`config.mk`:
```
export PLATFORM = sky130hd
export DESIGN_NAME = console_txarb_flat
export DESIGN_NICKNAME = d
export VERILOG_FILES = /design/src/rtl/console_txarb_if.sv /design/src/rtl/console_txarb.sv /design/src/flat_wrapper.sv
export SDC_FILE = /design/constraint.sdc
export NUM_CORES = 1
export LEC_CHECK = 0
export CAP_MARGIN = 20
export CELL_PAD_IN_SITES_DETAIL_PLACEMENT = 1
export CELL_PAD_IN_SITES_GLOBAL_PLACEMENT = 1
export CORE_UTILIZATION = 38
export DETAILED_ROUTE_END_ITERATION = 8
export PLACE_DENSITY = 0.93
export SLEW_MARGIN = 20
export SYNTH_ARGS = -nofsm -noshare
export SYNTH_HDL_FRONTEND = slang
export SYNTH_SLANG_ARGS = --single-unit
```
`constraint.sdc`:
```
create_clock -name i_clk -period 5.6 [get_ports i_clk]
set_input_delay 1.12 -clock i_clk [delete_from_list [all_inputs] [get_ports i_clk]]
set_output_delay 1.12 -clock i_clk [all_outputs]
set_load 0.02 [all_outputs]
```
`src/rtl/console_txarb_if.sv`:
```
// ---------------------------------------------------------------------------
// console_txarb_if
//   Bundles the two requester character streams, the shared console transmit
//   stream and the arbiter status outputs of console_txarb.
//
//   Requester A   : i_a_stb, i_a_data[6:0] -> arbiter ; o_a_busy <- arbiter
//   Requester B   : i_b_stb, i_b_data[6:0] -> arbiter ; o_b_busy <- arbiter
//   Console       : o_console_stb, o_console_data[6:0] <- arbiter ;
//                   i_console_busy -> arbiter
//   Status        : o_owner[1:0] (00 none, 01 A, 10 B), o_timeout (pulse)
//
//   slave  : the arbiter side
//   master : the environment side (requesters, console sink, observers)
// ---------------------------------------------------------------------------
interface console_txarb_if;
    logic       i_a_stb;
    logic [6:0] i_a_data;
    logic       o_a_busy;

    logic       i_b_stb;
    logic [6:0] i_b_data;
    logic       o_b_busy;

    logic       o_console_stb;
    logic [6:0] o_console_data;
    logic       i_console_busy;

    logic [1:0] o_owner;
    logic       o_timeout;

    modport slave (
        input  i_a_stb, i_a_data, i_b_stb, i_b_data, i_console_busy,
        output o_a_busy, o_b_busy, o_console_stb, o_console_data,
               o_owner, o_timeout
    );

    modport master (
        output i_a_stb, i_a_data, i_b_stb, i_b_data, i_console_busy,
        input  o_a_busy, o_b_busy, o_console_stb, o_console_data,
               o_owner, o_timeout
    );
endinterface

```
`src/rtl/console_txarb.sv`:
```
// ---------------------------------------------------------------------------
// console_txarb
//   Shares one console transmit stream between two character requesters.
//   A requester is granted the console for a whole line: the grant is kept
//   until the owner sends NEWLINE, or until the owner has been idle for
//   2**LGTIMEOUT consecutive cycles, in which case o_timeout pulses.
//   When both request from IDLE, the one that did not own last wins.
//
//   Parameters
//     LGTIMEOUT : log2 of owner-idle cycles before a grant is revoked (2..16)
//     NEWLINE   : character that ends a line and releases the grant
//
//   Ports
//     i_clk     : clock, rising edge
//     i_reset   : synchronous, active-high reset
//     bus       : console_txarb_if.slave (requesters, console, status)
// ---------------------------------------------------------------------------
module console_txarb #(
    parameter int unsigned LGTIMEOUT = 10,
    parameter logic [6:0]  NEWLINE   = 7'h0a
) (
    input logic            i_clk,
    input logic            i_reset,
    console_txarb_if.slave bus
);

    typedef enum logic [1:0] {
        IDLE  = 2'b00,
        OWN_A = 2'b01,
        OWN_B = 2'b10
    } state_e;

    // Declaration values match the reset state so simulation and formal
    // start from a known state even before the first reset.
    state_e               state_q      = IDLE;
    state_e               state_d;
    logic                 last_owner_q = 1'b1;   // 0 = A, 1 = B
    logic                 last_owner_d;
    logic [LGTIMEOUT-1:0] idle_cnt_q   = '0;
    logic [LGTIMEOUT-1:0] idle_cnt_d;
    logic                 tx_stb_q     = 1'b0;
    logic                 tx_stb_d;
    logic [6:0]           tx_data_q    = 7'h00;
    logic [6:0]           tx_data_d;
    logic                 timeout_q    = 1'b0;
    logic                 timeout_d;

    logic                 tx_open;
    logic                 owner_stb;
    logic [6:0]           owner_data;
    logic                 accept;

    // The output register can take a new character when it is empty or
    // when the console is consuming the current one this cycle.
    assign tx_open = !tx_stb_q || !bus.i_console_busy;

    // NOTE: every signal written in an always_comb gets a default first, so
    // no path leaves it unassigned and no latch is inferred.
    always_comb begin
        owner_stb  = 1'b0;
        owner_data = 7'h00;
        if (state_q == OWN_A) begin
            owner_stb  = bus.i_a_stb;
            owner_data = bus.i_a_data;
        end else if (state_q == OWN_B) begin
            owner_stb  = bus.i_b_stb;
            owner_data = bus.i_b_data;
        end
    end

    // owner_stb is forced low in IDLE, so nothing is accepted there.
    assign accept = owner_stb && tx_open;

    always_comb begin
        state_d      = state_q;
        last_owner_d = last_owner_q;
        idle_cnt_d   = idle_cnt_q;
        tx_stb_d     = tx_stb_q;
        tx_data_d    = tx_data_q;
        timeout_d    = 1'b0;

        // Output stage: load on accept, empty when drained with nothing new,
        // otherwise hold while the console is busy.
        if (accept) begin
            tx_stb_d  = 1'b1;
            tx_data_d = owner_data;
        end else if (tx_open) begin
            tx_stb_d  = 1'b0;
        end

        case (state_q)
            IDLE: begin
                // Counter is held at zero here so it is clear on grant entry.
                idle_cnt_d = '0;
                if (bus.i_a_stb && !bus.i_b_stb) begin
                    state_d = OWN_A;
                end else if (!bus.i_a_stb && bus.i_b_stb) begin
                    state_d = OWN_B;
                end else if (bus.i_a_stb && bus.i_b_stb) begin
                    state_d = last_owner_q ? OWN_A : OWN_B;
                end
            end

            OWN_A, OWN_B: begin
                if (accept) begin
                    idle_cnt_d = '0;
                    // Release without waiting for the NEWLINE to drain.
                    if (owner_data == NEWLINE) begin
                        state_d      = IDLE;
                        last_owner_d = (state_q == OWN_B);
                    end
                end else if (!owner_stb) begin
                    // Expiry clears the counter, so it never wraps.
                    if (&idle_cnt_q) begin
                        state_d      = IDLE;
                        timeout_d    = 1'b1;
                        last_owner_d = (state_q == OWN_B);
                        idle_cnt_d   = '0;
                    end else begin
                        idle_cnt_d   = idle_cnt_q + 1'b1;
                    end
                end
                // Owner strobing into a busy register: counter holds.
            end

            default: state_d = IDLE;
        endcase
    end

    // NOTE: sequential state uses non-blocking assignments so every register
    // samples its _d value from before the edge, independent of block order.
    always_ff @(posedge i_clk) begin
        if (i_reset) begin
            state_q      <= IDLE;
            last_owner_q <= 1'b1;
            idle_cnt_q   <= '0;
            tx_stb_q     <= 1'b0;
            timeout_q    <= 1'b0;
        end else begin
            state_q      <= state_d;
            last_owner_q <= last_owner_d;
            idle_cnt_q   <= idle_cnt_d;
            tx_stb_q     <= tx_stb_d;
            timeout_q    <= timeout_d;
        end
        // NOTE: the character register is left out of reset; its contents
        // only matter while tx_stb_q is set, and reset clears that.
        tx_data_q <= tx_data_d;
    end

    assign bus.o_owner        = state_q;
    assign bus.o_a_busy       = (state_q == OWN_A) ? !tx_open : 1'b1;
    assign bus.o_b_busy       = (state_q == OWN_B) ? !tx_open : 1'b1;
    assign bus.o_console_stb  = tx_stb_q;
    assign bus.o_console_data = tx_data_q;
    assign bus.o_timeout      = timeout_q;

endmodule

```
`src/flat_wrapper.sv`:
```
// flat-port wrapper written by rule: the top's interface ports become plain ports
module console_txarb_flat 
#(
    parameter int unsigned LGTIMEOUT = 10,
    parameter logic [6:0]  NEWLINE   = 7'h0a
)
  (i_clk, i_reset, bus_i_a_stb, bus_i_a_data, bus_i_b_stb, bus_i_b_data, bus_i_console_busy, bus_o_a_busy, bus_o_b_busy, bus_o_console_stb, bus_o_console_data, bus_o_owner, bus_o_timeout);
  console_txarb_if bus_i ();
  input logic i_clk;
  input logic i_reset;
  input wire logic [$bits(bus_i.i_a_stb)-1:0] bus_i_a_stb;
  input wire logic [$bits(bus_i.i_a_data)-1:0] bus_i_a_data;
  input wire logic [$bits(bus_i.i_b_stb)-1:0] bus_i_b_stb;
  input wire logic [$bits(bus_i.i_b_data)-1:0] bus_i_b_data;
  input wire logic [$bits(bus_i.i_console_busy)-1:0] bus_i_console_busy;
  output wire logic [$bits(bus_i.o_a_busy)-1:0] bus_o_a_busy;
  output wire logic [$bits(bus_i.o_b_busy)-1:0] bus_o_b_busy;
  output wire logic [$bits(bus_i.o_console_stb)-1:0] bus_o_console_stb;
  output wire logic [$bits(bus_i.o_console_data)-1:0] bus_o_console_data;
  output wire logic [$bits(bus_i.o_owner)-1:0] bus_o_owner;
  output wire logic [$bits(bus_i.o_timeout)-1:0] bus_o_timeout;
  assign bus_i.i_a_stb = bus_i_a_stb;
  assign bus_i.i_a_data = bus_i_a_data;
  assign bus_i.i_b_stb = bus_i_b_stb;
  assign bus_i.i_b_data = bus_i_b_data;
  assign bus_i.i_console_busy = bus_i_console_busy;
  assign bus_o_a_busy = bus_i.o_a_busy;
  assign bus_o_b_busy = bus_i.o_b_busy;
  assign bus_o_console_stb = bus_i.o_console_stb;
  assign bus_o_console_data = bus_i.o_console_data;
  assign bus_o_owner = bus_i.o_owner;
  assign bus_o_timeout = bus_i.o_timeout;
  console_txarb #(.LGTIMEOUT(LGTIMEOUT), .NEWLINE(NEWLINE)) u_core (.i_clk(i_clk), .i_reset(i_reset), .bus(bus_i));
endmodule
```
After elaboration in Yosys (flattened, before gate mapping). Cells that the tools add are included.

Bitwise logic cells: 1. $add $sub $neg: 1. Reduce and logical (&&, ||, !) cells: 20. Equality and inequality tests: 9. Mux-type cells: 26.

Operators with widths (count): 10-bit two-way mux (3); 10-bit case mux with 2 select lines (1); 2-bit two-way mux (8); 7-bit two-way mux (2); 1-bit two-way mux (11); 10-bit by 1-bit adder with 10-bit output, second input constant (1); 10-bit AND reduction (1); 4-bit AND reduction (2); 7-bit by 4-bit equality test with 1-bit output, second input constant (1); 3-bit != test, second input constant (2); 2-bit nonzero test (3); 1-bit zero test (5); 1-bit logical AND (4); 2-bit != test, second input constant (2); 4-bit by 1-bit != test with 1-bit output, second input constant (1); 2-bit case mux with 2 select lines (1); 4-bit OR reduction (1); 3-bit by 1-bit != test with 1-bit output, second input constant (1); 2-bit by 1-bit equality test with 1-bit output, second input constant (1); 2-bit equality test, second input constant (1); 2-bit zero test (1); 2-bit AND reduction (1); 2-bit OR reduction (1); 1-bit logical OR (1); 1-bit NOT (1).

Logic and storage cells: 63. Input port bits: 19. Flip-flop bits (word level): 22. Output and inout port bits: 13.

Depth between registers and ports, before layout. Gate-level depths: netlist of run 1.

Depth after elaboration: 7. Gate-level depth with buffers: 8. Gate-level depth less buffers: 7.

Worst setup path after synthesis of run 1. OpenSTA, ideal clock, no wires.

Path type: input-to-reg. From: in bus_i_b_data[5]. To: reg u_core.state_q[0], in the netlist u_core.bus.o_owner[0]. Data arrival time: 2.716 ns. Slack: 2.765 ns. Stages on the path: 5. Setup time: 0.119 ns. Data required time: 5.481 ns. Path buffers: 0. Cell sequence: or4_1 > o2bb2a_4 > or3_1 > a2111o_1 > mux2i_1.

Cells in the longest elaborated chain, start to end: 5.

RTL lines: from (decl) (RTL line flat_wrapper.sv:14) `input wire logic [$bits(bus_i.i_b_data)-1:0] bus_i_b_data;`; 7-bit two-way mux (RTL line console_txarb.sv:65) `end else if (state_q == OWN_B) begin`; 7-bit two-way mux (RTL line console_txarb.sv:62) `if (state_q == OWN_A) begin`; 7-bit by 4-bit equality test with 1-bit output (RTL line console_txarb.sv:108) `if (owner_data == NEWLINE) begin`; 3-bit != test (no line); 4-bit AND reduction (no line); to (signal assigned) (RTL line console_txarb.sv:140) `state_q <= state_d;`; to (decl) (RTL line console_txarb.sv:35) `state_e state_q = IDLE;`.

No other way between the ends. A chain may end at the register's enable or synchronous reset.

Worst setup path after layout of run 1.
From: in bus_i_console_busy. To: out bus_o_b_busy.

Cells in the longest elaborated chain, start to end: 4.

RTL lines: from (decl) (RTL line flat_wrapper.sv:15) `input wire logic [$bits(bus_i.i_console_busy)-1:0] bus_i_console_busy;`; 1-bit zero test (RTL line console_txarb.sv:55) `assign tx_open = !tx_stb_q || !bus.i_console_busy;`; 1-bit logical OR (RTL line console_txarb.sv:55); 1-bit zero test (RTL line console_txarb.sv:153) `assign bus.o_b_busy = (state_q == OWN_B) ? !tx_open : 1'b1;`; 1-bit two-way mux (RTL line console_txarb.sv:153); to (decl) (RTL line flat_wrapper.sv:17) `output wire logic [$bits(bus_i.o_b_busy)-1:0] bus_o_b_busy;`.

No other way between the ends.

==> results of run 1 <==
==> cell type report <==
| cell class | count | area (µm²) | area share (%) |
|---|---|---|---|
| sequential | 22 | 510.5 | 31.22 |
| tap | 44 | 55.05 | 3.366 |
| inverter | 6 | 22.52 | 1.377 |
| clock buffer | 4 | 36.28 | 2.219 |
| timing repair buffer | 31 | 310.3 | 18.97 |
| multi-input combinational | 111 | 700.7 | 42.85 |
==> metal layers <==
metal / track usage (%) / part of all wire [%]
met5: 0 / 0
met4: 7.483 / 1.7
met3: 3.930 / 5.4
met2: 46.07 / 54
met1: 22.84 / 39
==> worst max path at each step <==
stage	from	to	slack (ns)	cells after the start
after floorplan	bus_i_b_data[5]	u_core.bus.o_owner[0]	2.76	5
after global placement	bus_i_console_busy	bus_o_b_busy	2.10	4
final	bus_i_console_busy	bus_o_b_busy	2.08	4
after global routing	bus_i_console_busy	bus_o_b_busy	2.04	4
after CTS	bus_i_console_busy	bus_o_b_busy	2.07	4
after detailed placement	bus_i_console_busy	bus_o_b_busy	2.07	4
==> stage by stage <==
| stage | area, µm² | util [%] |
|---|---|---|
| floorplan | 1252 | - |
| global placement | 1599 | 51.95 |
| detailed placement | 1599 | 51.95 |
| CTS | 1635 | 53.13 |
| global route | 1635 | 53.13 |
| finish | 1635 | 53.13 |
==> power breakdown <==
group	internal, mW	total, mW	switching [mW]
clock	0.0398	0.0909	0.0511
sequential	0.188	0.201	0.0130
combinational	0.0968	0.239	0.142
total	0.324	0.531	0.206
==> state kept, by name, summed over array words and instances, names as in the netlist <==
signal,cells
u_core.bus.o_console_data,7
u_core.last_owner_q,1
u_core.bus.o_console_stb,1
u_core.bus.o_owner,2
u_core.bus.o_timeout,1
u_core.idle_cnt_q,10
==> cells in the final DEF (no fill, tap or decap) <==
| cell type | synthesis | final |
|---|---|---|
| sky130_fd_sc_hd__a41oi_1 | 1 | 1 |
| sky130_fd_sc_hd__nand3_1 | 5 | 5 |
| sky130_fd_sc_hd__dfxtp_1 | 15 | 15 |
| sky130_fd_sc_hd__a22o_1 | 4 | 4 |
| sky130_fd_sc_hd__clkbuf_4 | 0 | 3 |
| sky130_fd_sc_hd__o32a_1 | 1 | 1 |
| sky130_fd_sc_hd__clkbuf_8 | 0 | 1 |
| sky130_fd_sc_hd__o21ai_1 | 2 | 2 |
| sky130_fd_sc_hd__o21ai_0 | 5 | 5 |
| sky130_fd_sc_hd__a311oi_1 | 5 | 5 |
| sky130_fd_sc_hd__edfxtp_1 | 7 | 7 |
| sky130_fd_sc_hd__clkdlybuf4s50_1 | 0 | 31 |
| sky130_fd_sc_hd__o2bb2a_4 | 1 | 1 |
| sky130_fd_sc_hd__and2_1 | 1 | 1 |
| sky130_fd_sc_hd__nand4_1 | 2 | 2 |
| sky130_fd_sc_hd__a21oi_1 | 9 | 9 |
| sky130_fd_sc_hd__and3_1 | 2 | 2 |
| sky130_fd_sc_hd__nand2b_1 | 2 | 2 |
| sky130_fd_sc_hd__inv_1 | 6 | 6 |
| sky130_fd_sc_hd__nor2_1 | 16 | 16 |
| sky130_fd_sc_hd__or3_1 | 4 | 4 |
| sky130_fd_sc_hd__or2_2 | 1 | 1 |
| sky130_fd_sc_hd__a21boi_1 | 1 | 1 |
| sky130_fd_sc_hd__or3b_2 | 1 | 1 |
| sky130_fd_sc_hd__a31oi_1 | 2 | 2 |
| sky130_fd_sc_hd__o31ai_1 | 1 | 1 |
| sky130_fd_sc_hd__ha_1 | 8 | 8 |
| sky130_fd_sc_hd__a2111o_1 | 1 | 1 |
| sky130_fd_sc_hd__a211oi_1 | 1 | 1 |
| sky130_fd_sc_hd__mux2i_1 | 3 | 3 |
| sky130_fd_sc_hd__a22oi_1 | 1 | 1 |
| sky130_fd_sc_hd__o21a_1 | 1 | 1 |
| sky130_fd_sc_hd__nand2_1 | 18 | 18 |
| sky130_fd_sc_hd__nor2b_1 | 2 | 2 |
| sky130_fd_sc_hd__nor3_1 | 6 | 6 |
| sky130_fd_sc_hd__nand3b_1 | 1 | 1 |
| sky130_fd_sc_hd__nor4b_1 | 1 | 1 |
| sky130_fd_sc_hd__or4_1 | 1 | 1 |
| sky130_fd_sc_hd__o2111ai_1 | 1 | 1 |
==> kinds of logic (layout without fill, tap and decap cells) <==
group | count (synthesis) | count (layout)
flops | 22 | 22
compound gates | 37 | 37
mux | 3 | 3
buf+inv | 11 | 41
simple gates | 63 | 63
fa+ha+maj | 8 | 8
==> worst max-delay path, cell delays in order <==
cell and delay, ns:
sky130_fd_sc_hd__clkdlybuf4s50_1 0.47, sky130_fd_sc_hd__nand2_1 0.11, sky130_fd_sc_hd__nand2_1 0.09, sky130_fd_sc_hd__clkdlybuf4s50_1 0.61
==> results.sh, run 1 <==
export IMPL_layout_cells_non_filler=218
export IMPL_synth_simple_area_share_pct=24.18
export IMPL_layout_drive_gt1_share_pct=4.023
export IMPL_number_of_synthesized_flops_with_an_enable_pin=7
export IMPL_worst_hold_startpoint="u_core.idle_cnt_q[7]"
export IMPL_global_route_usage_total_pct=22.77
export IMPL_synth_top_cells_by_area="sky130_fd_sc_hd__dfxtp_1 (24%), sky130_fd_sc_hd__edfxtp_1 (17%), sky130_fd_sc_hd__ha_1 (8.0%)"
export IMPL_cts_clk_slew_worst_paths_ns=0.12
export IMPL_synth_net_count=171
export IMPL_floorplan_core_area_um2=3078
export IMPL_r2r_slack_ns=2.78
export IMPL_drt_antenna_violating_nets=0
export IMPL_detailroute_via_count=1215
export IMPL_hpwl_um=2845
export IMPL_synth_area_per_cell_um2=8.698
export IMPL_totalWireLength_um=3626
export IMPL_critical_path_startpoint_type="input port"
export IMPL_synth_top_family_by_area="simple AND/OR/NAND/NOR gates"
export IMPL_cts_tree="built"
export IMPL_synthAdderAreaFrac_pct=7.992
export IMPL_timing_critical_path_to_type="output pin"
export IMPL_crit_path_max_fanout=4
export IMPL_ys_types=37
export IMPL_synth_common_cells="sky130_fd_sc_hd__nand2_1 (18), sky130_fd_sc_hd__nor2_1 (16), sky130_fd_sc_hd__dfxtp_1 (15)"
export IMPL_num_fill_cells=382
export IMPL_timing_clock_skew_ns=0.01202
export IMPL_ff2ff_path_depth=7
export IMPL_power_total_uw=530.8
export IMPL_io_pin_count=32
export IMPL_grt_remaining_overflow=0
export IMPL_drv_slew=0
export IMPL_initial_antenna_violation_count=0
export IMPL_crit_required_ns=4.48
export IMPL_post_synthesis_mux_area_share_pct=2.398
export IMPL_min_period_over_period_pct=62.80
export IMPL_crit_reg2reg_launch="u_core.bus.o_owner[1]"
export IMPL_synth_compound_area_share_pct=21.38
export IMPL_timing_max_cap_violations=0
export IMPL_min_delay_path_depth=1
export IMPL_cts_buffers=3
export IMPL_slew_headroom_pct=48.62
export IMPL_die_w_um=59.41
export IMPL_dpl_cell_count=214
export IMPL_ir_drop_v=0.0001465
export IMPL_post_synth_top_count_cell="sky130_fd_sc_hd__nand2_1"
export IMPL_grt_setup_unrepaired="false"
export IMPL_cell_rows=20
export IMPL_totalNegativeSetupSlack_ns=0
export IMPL_terminus_of_the_critical_flop_to_flop_path="u_core.bus.o_owner[1]"
export IMPL_floorplan_initialDensity_pct=40.69
export IMPL_drt_vias_per_instance=5.573
export IMPL_cts_htree_levels=1
export IMPL_die_height_um=59.41
export IMPL_max_clock_path_buffers=2
export IMPL_fin_crit_ns=3.517
export IMPL_io_buffers=31
export IMPL_drt_pass1_iter_count=4
export IMPL_area_growth_synth_to_final_pct=30.57
export IMPL_timing_critical_path_arrival_ns=2.40
export IMPL_maximum_number_of_pins_on_one_net_before_global_route_repair=22
export IMPL_cts_hold_buffers_added=0
export IMPL_netlist_top_cell_by_area="sky130_fd_sc_hd__dfxtp_1"
export IMPL_cts_repair_resize_count=0
export IMPL_critPathKind="input port to output pin"
export IMPL_finalHoldWorstSlack_ns=0.5273
export IMPL_pwr_density_cell_nw_per_um2=324.6
export IMPL_hold_viol=0
export IMPL_synth_sequential_area_ratio_pct=40.76
export IMPL_grt_first_pass_wirelength_um=5858
export IMPL_yosysWarningCount=0
export IMPL_place_gp_congestion=0.7900
export IMPL_post_synth_xor_area_fraction_pct=0
export IMPL_initialDrtViolationCount=28
export IMPL_ctsRootBufferMaster="sky130_fd_sc_hd__clkbuf_4"
export IMPL_setup_slack_ns=2.083
export IMPL_post_synth_inst_count=144
export IMPL_synth_seq_cells=22
export IMPL_max_slew_worst_pin_slew_ns=0.7641
export IMPL_yosysTopAreaCellShare_pct=23.98
export IMPL_first_global_vias=1276
export IMPL_postCtsSetupRepairBufs=0
export IMPL_die_area_um2=3530
export IMPL_synth_main_ff_cell="sky130_fd_sc_hd__dfxtp_1"
export IMPL_worstSkewPairLatency_ns=0.32
export IMPL_finish_net_count=202
export IMPL_drcViolationCount=0
export IMPL_post_synth_design_cell_area_um2=1252
export IMPL_worst_slack_placed_ns=2.071
export IMPL_hold_path_class="flip-flop to flip-flop"
export IMPL_synthArstFlopShare_pct=0
export IMPL_status="finished, final reports clean"
export IMPL_route_detailed_wl_per_inst_um=16.63
export IMPL_max_clock_freq_mhz=284.3
export IMPL_timing_hold_worst_endpoint="u_core.idle_cnt_q[7]"
export IMPL_clock_sink_count=22
export IMPL_insertedDiodeCount=0
export IMPL_leakagePower_nw=0.5729
export IMPL_report_final_setup_viol=0
No activity file was read; power rests on OpenSTA's default activity.
==> inputs of run 2 (changes only) <==
- CORE_UTILIZATION: 38 -> 32
- PLACE_DENSITY: 0.93 -> 0.85
- clock period: 5.6 -> 2.95 ns (I/O delays scaled with it)
==> results.sh, run 2 (synthesized netlist as in run 1, its figures left out) <==
export IMPL_ir_drop_v=0.0002371
export IMPL_status="finished, final reports clean"
export IMPL_grt_setup_unrepaired="false"
export IMPL_fin_crit_ns=2.542
export IMPL_largest_register_ffs=10
export IMPL_totalNegativeSetupSlack_ns=0
export IMPL_crit_reg2reg_launch="u_core.bus.o_owner[1]"
export IMPL_drt_antenna_violating_nets=0
export IMPL_terminus_of_the_critical_flop_to_flop_path="u_core.bus.o_owner[1]"
export IMPL_initialDrtViolationCount=11
export IMPL_layout_drive_gt1_share_pct=5.618
export IMPL_leakagePower_nw=0.5945
export IMPL_clock_sink_count=22
export IMPL_cts_repair_resize_count=0
export IMPL_finalHoldWorstSlack_ns=0.5182
export IMPL_cts_htree_levels=1
export IMPL_most_common_cell_after_layout_fill_and_taps_aside="sky130_fd_sc_hd__clkdlybuf4s50_1"
export IMPL_ff2ff_path_depth=7
export IMPL_worst_hold_startpoint="u_core.idle_cnt_q[6]"
export IMPL_num_fill_cells=434
export IMPL_hold_viol=0
export IMPL_die_height_um=64.56
export IMPL_initial_antenna_violation_count=0
export IMPL_cts_buffers=3
export IMPL_cell_rows=22
export IMPL_drt_vias_per_instance=5.478
export IMPL_io_pin_count=32
export IMPL_hold_path_class="flip-flop to flip-flop"
export IMPL_cts_hold_buffers_added=0
export IMPL_cts_clk_slew_worst_paths_ns=0.08
export IMPL_min_period_over_period_pct=86.16
export IMPL_finish_net_count=206
export IMPL_largest_register="u_core.idle_cnt_q"
export IMPL_ctsRootBufferMaster="sky130_fd_sc_hd__clkbuf_8"
export IMPL_r2r_slack_ns=0.42
export IMPL_max_slew_worst_pin_slew_ns=0.5773
export IMPL_first_global_vias=1289
export IMPL_floorplan_initialDensity_pct=33.70
export IMPL_area_growth_synth_to_final_pct=34.07
export IMPL_worstSkewPairLatency_ns=0.26
export IMPL_finish_utilization_pct=45.19
export IMPL_insertedDiodeCount=0
export IMPL_place_gp_congestion=0.7466
export IMPL_slew_headroom_pct=61.37
export IMPL_cts_tree="built"
export IMPL_pwr_density_cell_nw_per_um2=615.3
export IMPL_min_delay_path_depth=1
export IMPL_timing_max_cap_violations=0
export IMPL_floorplan_core_area_um2=3716
export IMPL_placement_cell_area_um2=1634
export IMPL_crit_required_ns=3.10
export IMPL_mostFrequentLayoutCells="sky130_fd_sc_hd__clkdlybuf4s50_1 (31), sky130_fd_sc_hd__nand2_1 (18), sky130_fd_sc_hd__nor2_1 (16), sky130_fd_sc_hd__dfxtp_1 (15), sky130_fd_sc_hd__a21oi_1 (9)"
export IMPL_postCtsSetupRepairBufs=0
export IMPL_detailroute_via_count=1238
export IMPL_timing_critical_path_to_type="flip-flop"
export IMPL_grt_first_pass_wirelength_um=5727
export IMPL_drcViolationCount=0
export IMPL_timing_critical_path_arrival_ns=2.69
export IMPL_report_final_setup_viol=0
export IMPL_timing_hold_worst_endpoint="u_core.idle_cnt_q[6]"
export IMPL_die_w_um=64.56
export IMPL_critical_path_startpoint_type="input port"
export IMPL_global_route_usage_total_pct=17.65
export IMPL_post_route_cell_area_um2=1679
export IMPL_timing_clock_skew_ns=0.002940
export IMPL_layout_cells_non_filler=226
export IMPL_die_area_um2=4168
export IMPL_drt_pass1_iter_count=4
export IMPL_route_detailed_wl_per_inst_um=15.32
export IMPL_maximum_number_of_pins_on_one_net_before_global_route_repair=21
export IMPL_critPathKind="input port to flip-flop"
export IMPL_drv_slew=0
export IMPL_totalWireLength_um=3463
export IMPL_hpwl_um=2772
export IMPL_io_buffers=31
export IMPL_grt_remaining_overflow=0
export IMPL_multi_input_area_um2=700.7
export IMPL_area_sequential_um2=510.5
export IMPL_max_clock_path_buffers=2
export IMPL_dpl_cell_count=222
export IMPL_max_clock_freq_mhz=393.4
export IMPL_crit_path_max_fanout=2
[run 2: cell types whose count changed in the layout (fill, tap and decap cells not counted)]
cell                       before  now
sky130_fd_sc_hd__clkbuf_1       0    1
sky130_fd_sc_hd__clkbuf_4       3    0
sky130_fd_sc_hd__buf_4          0    4
sky130_fd_sc_hd__clkbuf_8       1    3
[run 2: layout make-up]
class                   instances  share of cell area (%)
repair buffers                 35                   20.27
flip-flops and latches         22                   30.40
inverters                       6                   1.341
multi-input cells             111                   41.73
well taps                      48                   3.577
clock buffers                   4                   2.683
[run 2: through the flow]
stage / setup slack [ns] / power [mW]
4_1_cts: 0.4050 / 1.048
6_report: 0.4084 / 1.033
5_1_grt: 0.3429 / 1.106
3_5_place_dp: 0.1390 / 0.8553
2_1_floorplan: 0.4474 / 0.6661
3_3_place_gp: 0.1730 / 0.8357
[run 2: how the worst max path moves through the flow]
stage / startpoint / endpoint / cells past startpoint
global route: u_core.bus.o_owner[1] / u_core.bus.o_owner[1] / 7
floorplan: u_core.bus.o_owner[1] / u_core.bus.o_owner[0] / 7
CTS: bus_i_b_data[5] / u_core.bus.o_owner[1] / 6
finish: bus_i_b_data[5] / u_core.bus.o_owner[1] / 6
global placement: bus_i_b_data[5] / u_core.bus.o_owner[1] / 6
detailed placement: bus_i_b_data[5] / u_core.bus.o_owner[1] / 6
[run 2: routing by layer]
layer	up-vias	track usage (%)	part of all wire [%]
met4	0	3.333	0.84
met3	4	2.289	4.3
met1	599	18.26	41
met5	-	0	0
li1	599	-	-
met2	36	36.84	54
[run 2: critical path, cell delays in order]
cell	delay (ns)
sky130_fd_sc_hd__clkdlybuf4s50_1	0.43
sky130_fd_sc_hd__or4_1	0.53
sky130_fd_sc_hd__o2bb2a_4	0.24
sky130_fd_sc_hd__or3_1	0.34
sky130_fd_sc_hd__a2111o_1	0.41
sky130_fd_sc_hd__mux2i_1	0.14
[run 2: power by group]
| part | switching, mW | total [mW] | internal [mW] |
|---|---|---|---|
| clock network | 0.0924 | 0.189 | 0.0962 |
| registers | 0.0221 | 0.378 | 0.356 |
| logic | 0.267 | 0.466 | 0.199 |
| total | 0.382 | 1.03 | 0.651 |
==> inputs of run 3 (changes only) <==
- ABC_AREA: default -> 1
- CORE_UTILIZATION: 32 -> 31
- PLACE_DENSITY: 0.85 -> 0.84
==> results.sh, run 3 <==
export IMPL_crit_path_cell_trace="clkdlybuf4s50_1 > nand2_1 > nand2_1 > clkdlybuf4s50_1"
export IMPL_largest_register_ffs=10
export IMPL_wl_met1_um=1533
export IMPL_grt_remaining_overflow=0
export IMPL_netlist_top_cell_by_area="sky130_fd_sc_hd__dfxtp_1"
export IMPL_crit_path_max_fanout=5
export IMPL_first_global_vias=1240
export IMPL_most_common_cell_after_layout_fill_and_taps_aside="sky130_fd_sc_hd__nand2_1"
export IMPL_synth_common_cells="sky130_fd_sc_hd__nand2_1 (53), sky130_fd_sc_hd__inv_1 (29), sky130_fd_sc_hd__nor2_1 (21)"
export IMPL_min_period_over_period_pct=83.82
export IMPL_clock_sink_count=22
export IMPL_cts_tree="built"
export IMPL_finish_net_count=244
export IMPL_power_total_mw=1.314
export IMPL_synth_net_count=210
export IMPL_insertedDiodeCount=0
export IMPL_hold_path_class="flip-flop to flip-flop"
export IMPL_global_route_usage_total_pct=15.63
export IMPL_max_clock_freq_mhz=404.4
export IMPL_detailroute_via_count=1192
export IMPL_totalNegativeSetupSlack_ns=0
export IMPL_largest_register="u_core.idle_cnt_q"
export IMPL_max_clock_path_buffers=2
export IMPL_power_share_combinational_pct=50.3
export IMPL_yosysTopAreaCellShare_pct=22.64
export IMPL_power_sequential_fraction_pct=33.1
export IMPL_initialDrtViolationCount=100
export IMPL_floorplan_initialDensity_pct=32.69
export IMPL_cts_htree_levels=1
export IMPL_io_buffers=31
export IMPL_timing_critical_path_slowest_cell_delay_ns=0.60
export IMPL_route_met3_wl_um=115
export IMPL_drt_pass1_iter_count=4
export IMPL_maximum_number_of_pins_on_one_net_before_global_route_repair=14
export IMPL_leakagePower_nw=0.7864
export IMPL_floorplan_core_area_um2=4058
export IMPL_initial_antenna_violation_count=0
export IMPL_die_area_um2=4544
export IMPL_p_int_uw=771.5
export IMPL_layout_drive_gt1_share_pct=11.11
export IMPL_grt_setup_unrepaired="false"
export IMPL_io_pin_count=32
export IMPL_cts_buffers=3
export IMPL_synthArstFlopShare_pct=0
export IMPL_timing_critical_path_arrival_ns=1.88
export IMPL_totalWireLength_um=3198
export IMPL_max_slew_worst_pin_slew_ns=0.5179
export IMPL_ctsRootBufferMaster="sky130_fd_sc_hd__clkbuf_8"
export IMPL_sw_frac_of_total_pct=41.29
export IMPL_area_growth_synth_to_final_pct=30.57
export IMPL_highest_layer="met4"
export IMPL_post_synth_top_count_cell="sky130_fd_sc_hd__nand2_1"
export IMPL_status="finished, final reports clean"
export IMPL_die_height_um=67.41
export IMPL_total_switching_power_uw=542.5
export IMPL_drv_slew=0
export IMPL_pwr_density_cell_nw_per_um2=758.8
export IMPL_ys_types=25
export IMPL_critical_path_startpoint_type="input port"
export IMPL_clockPowerShare_pct=16.5
export IMPL_synth_seq_cells=22
export IMPL_ir_drop_v=0.0002112
export IMPL_hpwl_um=2542
export IMPL_timing_max_cap_violations=0
export IMPL_drt_vias_per_instance=4.481
export IMPL_timing_clock_skew_ns=0.005836
export IMPL_timing_critical_path_to_type="output pin"
export IMPL_num_fill_cells=511
export IMPL_hold_viol=0
export IMPL_critPathKind="input port to output pin"
export IMPL_post_synth_inst_count=183
export IMPL_drt_antenna_violating_nets=0
export IMPL_place_gp_congestion=0.7123
export IMPL_cts_repair_resize_count=0
export IMPL_route_detailed_wl_per_inst_um=12.02
export IMPL_crit_required_ns=2.36
export IMPL_cts_hold_buffers_added=0
export IMPL_postCtsSetupRepairBufs=0
export IMPL_number_of_synthesized_flops_with_an_enable_pin=7
export IMPL_synth_sequential_area_ratio_pct=38.49
export IMPL_drcViolationCount=0
export IMPL_cell_rows=23
export IMPL_synth_top_cells_by_area="sky130_fd_sc_hd__dfxtp_1 (23%), sky130_fd_sc_hd__edfxtp_1 (16%), sky130_fd_sc_hd__nand2_1 (15%)"
export IMPL_synth_area_per_cell_um2=7.247
export IMPL_slew_headroom_pct=65.47
export IMPL_cts_clk_slew_worst_paths_ns=0.08
export IMPL_worstSkewPairLatency_ns=0.26
export IMPL_die_w_um=67.41
export IMPL_fin_crit_ns=2.473
export IMPL_report_final_setup_viol=0
export IMPL_synth_main_ff_cell="sky130_fd_sc_hd__dfxtp_1"
export IMPL_yosysWarningCount=0
export IMPL_mostFrequentLayoutCells="sky130_fd_sc_hd__nand2_1 (53), sky130_fd_sc_hd__clkdlybuf4s50_1 (31), sky130_fd_sc_hd__inv_1 (29), sky130_fd_sc_hd__nor2_1 (21), sky130_fd_sc_hd__dfxtp_1 (15)"
export IMPL_wl_met2_um=1506
export IMPL_critPathSlowestCell="sky130_fd_sc_hd__clkdlybuf4s50_1"
export IMPL_post_synth_design_cell_area_um2=1326
export IMPL_grt_first_pass_wirelength_um=5299
==> run 3: power by group through the flow <==
stage	clock, mW	sequential (mW)	combinational, mW
after floorplan	0	0.507	0.375
after global placement	0	0.438	0.651
after detailed placement	0	0.444	0.662
after CTS	0.224	0.437	0.670
after global routing	0.240	0.443	0.741
final	0.217	0.436	0.661
==> run 3: layout make-up <==
class                           count  area (µm²)  share of cell area [%]
Clock buffer                        4       55.05                   3.179
Timing Repair Buffer               31       310.3                   17.92
Inverter                           32       122.6                   7.081
Multi-Input combinational cell    127       670.6                   38.73
Tap cell                           50       62.56                   3.613
Sequential cell                    22       510.5                   29.48
==> run 3: metrics by stage <==
stage / hold WS (ns) / setup WS [ns] / util (%) / instances / instance area, µm²
after floorplan: 0.4287 / 1.233 / - / 183 / 1326
final: 0.4607 / 0.4774 / 42.68 / 266 / 1732
after CTS: 0.4635 / 0.4703 / 42.68 / 266 / 1732
after global placement: 0.4412 / 0.4988 / 41.32 / 262 / 1677
after detailed placement: 0.4506 / 0.4737 / 41.32 / 262 / 1677
after global routing: 0.4759 / 0.3720 / 42.68 / 266 / 1732
==> run 3: logic make-up after synthesis <==
kind of cell             share of synthesized area, %
flip-flops                                      38.49
AO/OA/AOI/OAI                                   6.132
buffers and inverters                           10.94
adder cells (fa/ha/maj)                         7.547
XOR/XNOR                                        1.321
AND/OR/NAND/NOR                                 35.57
==> run 3: worst paths after layout <==
| kind | from | end | slack (ns) | cells past startpoint |
|---|---|---|---|---|
| setup / recovery | bus_i_console_busy | bus_o_b_busy | 0.48 | 4 |
| hold / removal | u_core.idle_cnt_q[5] | u_core.idle_cnt_q[5] | 0.46 | 2 |
| setup reg to reg | u_core.bus.o_owner[1] | u_core.last_owner_q | 0.84 | 11 |
| hold reg to reg | u_core.idle_cnt_q[5] | u_core.idle_cnt_q[5] | 0.46 | 2 |
==> run 3: worst max-delay path: cells and delay by family <==
kind                   cells  cell delay, ns
buffers and inverters      2            1.05
and+or+nand+nor            2            0.24
==> run 3: per-layer routing <==
layer  global-route usage (%)  up-vias
met5                        0        -
met1                    18.69      532
met3                    2.703        4
li1                         -      630
met2                    28.13       26
met4                    4.787        0
